`config.mk`:
```
export PLATFORM = sky130hd
export DESIGN_NAME = mop_stream_accumulator
export DESIGN_NICKNAME = d
export VERILOG_FILES = /design/src/rtl/mop_pkg.sv /design/src/rtl/mop_stream_accumulator.sv
export SDC_FILE = /design/constraint.sdc
export NUM_CORES = 1
export LEC_CHECK = 0
export ABC_AREA = 0
export CORE_AREA = 2 2 85 54
export CTS_CLUSTER_SIZE = 16
export DETAILED_ROUTE_END_ITERATION = 16
export DIE_AREA = 0 0 87 56
export HOLD_SLACK_MARGIN = 0.03
export SLEW_MARGIN = 20
export SYNTH_ARGS = -nofsm -noshare
export SYNTH_HDL_FRONTEND = slang
export SYNTH_SLANG_ARGS = --single-unit
```
`constraint.sdc`:
```
create_clock -name clk -period 2.5 [get_ports clk]
set_input_delay 0.5 -clock clk [delete_from_list [all_inputs] [get_ports clk]]
set_output_delay 0.5 -clock clk [all_outputs]
set_load 0.03 [all_outputs]
```
`src/rtl/mop_pkg.sv`:
```
// Constants and state encoding shared by the serial accumulator and the parallel
// adder-tree benches.
package mop_pkg;
  localparam int MOP_W     = 7;
  localparam int MOP_N_OPS = 8;
  localparam int MOP_SUM_W = MOP_W + $clog2(MOP_N_OPS);
  localparam int MOP_CNT_W = $clog2(MOP_N_OPS + 1);

  typedef enum logic {
    ACCUM = 1'b0,
    HOLD  = 1'b1
  } mop_state_e;
endpackage

```
`src/rtl/mop_stream_accumulator.sv`:
```
// Serial 8-operand adder: sums up to N_OPS operands per group from a valid/ready
// stream and holds the sum on a valid/ready result port.
module mop_stream_accumulator
  import mop_pkg::*;
#(
  parameter int W     = MOP_W,
  parameter int N_OPS = MOP_N_OPS,
  parameter int CNT_W = $clog2(N_OPS + 1),
  parameter int SUM_W = W + $clog2(N_OPS)
) (
  input  logic             clk,
  input  logic             rst,
  input  logic             in_valid,
  output logic             in_ready,
  input  logic [W-1:0]     in_data,
  input  logic             in_last,
  output logic             out_valid,
  input  logic             out_ready,
  output logic [SUM_W-1:0] out_sum,
  output logic [CNT_W-1:0] out_count
);

  mop_state_e       state_q;
  logic [SUM_W-1:0] acc_q, acc_d;
  logic [CNT_W-1:0] cnt_q, cnt_d;
  logic [SUM_W-1:0] sum_q;
  logic [CNT_W-1:0] count_q;
  logic             valid_q;
  logic             accept, closing;

  // acc/cnt are cleared on every close, so an operand accepted while retiring a
  // result in HOLD naturally starts the next group from zero.
  assign in_ready = (state_q == ACCUM) || out_ready;
  assign accept   = in_valid && in_ready;
  assign acc_d    = acc_q + SUM_W'(in_data);
  assign cnt_d    = cnt_q + CNT_W'(1);
  assign closing  = in_last || (cnt_q == CNT_W'(N_OPS - 1));

  always_ff @(posedge clk) begin
    if (rst) begin
      state_q <= ACCUM;
      acc_q   <= '0;
      cnt_q   <= '0;
      sum_q   <= '0;
      count_q <= '0;
      valid_q <= 1'b0;
    end else begin
      case (state_q)
        ACCUM: begin
          if (accept) begin
            if (closing) begin
              sum_q   <= acc_d;
              count_q <= cnt_d;
              acc_q   <= '0;
              cnt_q   <= '0;
              valid_q <= 1'b1;
              state_q <= HOLD;
            end else begin
              acc_q <= acc_d;
              cnt_q <= cnt_d;
            end
          end
        end
        HOLD: begin
          if (out_ready) begin
            if (accept && closing) begin
              sum_q   <= acc_d;
              count_q <= cnt_d;
              acc_q   <= '0;
              cnt_q   <= '0;
            end else begin
              valid_q <= 1'b0;
              state_q <= ACCUM;
              if (accept) begin
                acc_q <= acc_d;
                cnt_q <= cnt_d;
              end
            end
          end
        end
        default: state_q <= ACCUM;
      endcase
    end
  end

  assign out_valid = valid_q;
  assign out_sum   = sum_q;
  assign out_count = count_q;

endmodule

```
==> impl_metrics.py <==
metrics = {
    "status": {
        "status": "complete, no violations",
    },
    "layout": {
        "fin_nets": 231,
        "area_growth_pct": 34.8,
        "fin_area_um2": 2020,
        "drive_above_1_share": 0.147,
        "diodes": 0,
        "area.sequential_um2": 601,
        "finalNonFillerCells": 261,
        "multi_input_area_um2": 892,
        "fillers": 390,
    },
    "floorplanning": {
        "design.core.area_um2": 4030,
        "die_x_um": 87,
        "start_util": 0.372,
        "ioPinCount": 28,
        "rows": 18,
        "die_h_um": 56,
        "dieArea_um2": 4870,
    },
    "critical_path": {
        "worstPathArrival_ps": 2590,
        "start_kind": "input port",
        "required_ps": 2700,
        "path_class": "in2reg",
        "critPathMaxFanout": 3,
        "critical_path.endpoint_type": "register",
    },
    "yosys": {
        "synth-seq-cells": 30,
        "syn_nets": 193,
        "syn_inst": 172,
        "synth_top_family_by_area": "simple AND/OR/NAND/NOR gates",
        "synth.distinct_cells": 41,
        "async_flop_share": 0,
        "yosys.area_share.simple": 0.232,
        "synth-edff-count": 0,
        "yosysWarnings": 0,
        "synth_area_um2": 1500,
        "syn_avg_cell_area_um2": 8.71,
        "synth_xor_xnor_area_share": 0.0526,
        "seq_area_frac_synth": 0.401,
        "synth_fa_ha_area_frac": 0.0802,
        "muxShareOfSynthArea": 0,
        "synth_compound_area_frac": 0.205,
        "synth_ff_type": "dfxtp_1",
    },
    "cts": {
        "post_cts_buffers": 0,
        "cts_root_buf": "clkbuf_8",
        "numCtsBuffers": 5,
        "cts.clk_slew.worst_paths_ps": 60,
        "cts_tree": "built",
        "cts_sinks": 30,
        "clk_latency_ps": 270,
        "cts_max_path_buffers": 2,
        "ctsHoldBuffers": 0,
        "htree_levels": 2,
    },
    "routing": {
        "vias": 1349,
        "wl_per_cell_um": 14.2,
        "first_pass_iters": 4,
        "drc": 0,
        "drtIter0Drc": 34,
        "totalWireLength_mm": 3.71,
        "ant_nets": 0,
        "routed_via_density": 5.17,
    },
    "timing": {
        "period_minus_slack_ps": 2390,
        "tns_ps": 0,
        "max_freq_ghz": 0.419,
        "slew_headroom": 0.722,
        "drv_slew": 0,
        "setup_viol": 0,
        "rsz0062_at_grt": "false",
        "hold_viol_final": 0,
        "worstMarginPinSlew_ps": 415,
        "skew_ps": 5.16,
        "final.period_utilization": 0.954,
    },
    "power_and_ir_drop": {
        "powerDensity_nw_per_um2": 564,
        "swShare": 0.278,
        "clkPwrFrac": 0.343,
        "combPwrFrac": 0.205,
        "ir_drop_mv": 0.251,
        "internal_power_mw": 0.822,
        "p_switching_mw": 0.316,
        "leakagePower_nw": 0.762,
        "p_seq_frac": 0.453,
    },
    "placement": {
        "io_buffers": 27,
        "finalWeightedCongestion": 0.782,
        "placed_cell_area_um2": 1890,
        "place_inst": 253,
        "dp_hpwl_mm": 2.80,
    },
    "flow_run": {
        "maxCapViolations": 0,
    },
    "global_routing": {
        "use_met2": 0.243,
        "grt_pass1_wl_mm": 6.19,
        "use_met1": 0.223,
        "grtUsageTotal": 0.163,
        "grt-ovfl-total": 0,
        "grt_max_degree": 22,
        "top_usage_layer": "met2",
        "use_met3": 0.0519,
        "grt_pass1_vias": 1310,
        "antenna_found_initial": 0,
    },
    "min_path": {
        "worst_hold_path_type": "reg2reg",
    },
}
## cell usage in the layout (no fill, tap or decap), types with 4 or more instances in the layout
cell type and count:
or3_1 4, nand3_1 9, buf_4 12, xor2_1 6, clkbuf_8 6, a21oi_1 14, nand2_1 19, ha_1 7
a211oi_1 6, clkdlybuf4s50_1 27, dfxtp_1 30, nand3b_1 5, nor2_1 19
## synth_stat cells (all sizes together), types with 4 or more instances
master	number	share of area
dfxtp	30	0.40
nand2	20	0.052
nand3b	5	0.025
ha	8	0.067
nor2	21	0.059
or3	4	0.017
a21oi	15	0.050
xor2	6	0.035
clkbuf	5	0.013
o21ai	4	0.016
nand3	9	0.030
a211oi	7	0.038
## timing repair
action                                  4_1_cts  5_1_grt
resized for setup                             1        5
endpoints found under the setup margin        1        3
hold endpoints to repair                      0        0
pin swaps                                     0        2
## worst max-delay path, stage by stage
cell	delay, ps
clkdlybuf4s50_1	480
ha_2	180
inv_1	50
fa_1	380
nand2b_4	170
a21oi_4	190
o221ai_4	120
or3_1	370
a31oi_1	160
## cell type report
cell class | instances | share of cell area
well taps | 50 | 0.0310
clock inverters | 1 | 0.00248
flip-flops and latches | 30 | 0.298
repair buffers | 39 | 0.179
clock buffers | 7 | 0.0428
multi-input cells | 131 | 0.442
inverters | 3 | 0.00558
## through the flow
| stage | util | power [mW] | hold WS [ps] | setup slack [ps] |
|---|---|---|---|---|
| after CTS | 0.493 | 1.16 | 460 | 3.52 |
| after global placement | 0.468 | 0.748 | 445 | -233 |
| final | 0.501 | 1.14 | 456 | 115 |
| after global routing | 0.501 | 1.21 | 488 | 0.499 |
| after detailed placement | 0.468 | 0.753 | 451 | -316 |
| after floorplan | - | 0.663 | 436 | 339 |
## state kept, by name, summed over array words and instances, names as in the netlist
register / count
out_valid: 1
state_q: 1
cnt_q: 4
out_sum: 10
acc_q: 10
out_count: 4
## metal layers
layer,part of all wire,vias up
met5,0,-
met2,0.45,35
met1,0.50,618
met3,0.054,2
met4,0.0038,0
li1,-,694
## worst paths after layout
path                          from  cells past startpoint               endpoint  slack [ps]
max                     in_data[0]                      9  acc_q[8]$_SDFFE_PP0P_         110
min          acc_q[5]$_SDFFE_PP0P_                      2  acc_q[5]$_SDFFE_PP0P_         460
max reg2reg  acc_q[0]$_SDFFE_PP0P_                      8  acc_q[8]$_SDFFE_PP0P_         490
min reg2reg  acc_q[5]$_SDFFE_PP0P_                      2  acc_q[5]$_SDFFE_PP0P_         460
## power by group through the flow
stage                     Sequential [mW]  Combinational, mW  Clock (mW)
after floorplan                     0.552              0.111           0
after global placement              0.524              0.223           0
after detailed placement            0.526              0.227           0
after CTS                           0.516              0.230       0.410
after global routing                0.518              0.254       0.440
final                               0.515              0.233       0.390
## logic make-up after synthesis
| group | Yosys count |
|---|---|
| buf+inv | 11 |
| xor+xnor | 9 |
| fa+ha+maj | 9 |
| compound gates | 43 |
| simple gates | 70 |
| flops | 30 |
Note: power is estimated with default switching activity, not from simulation.
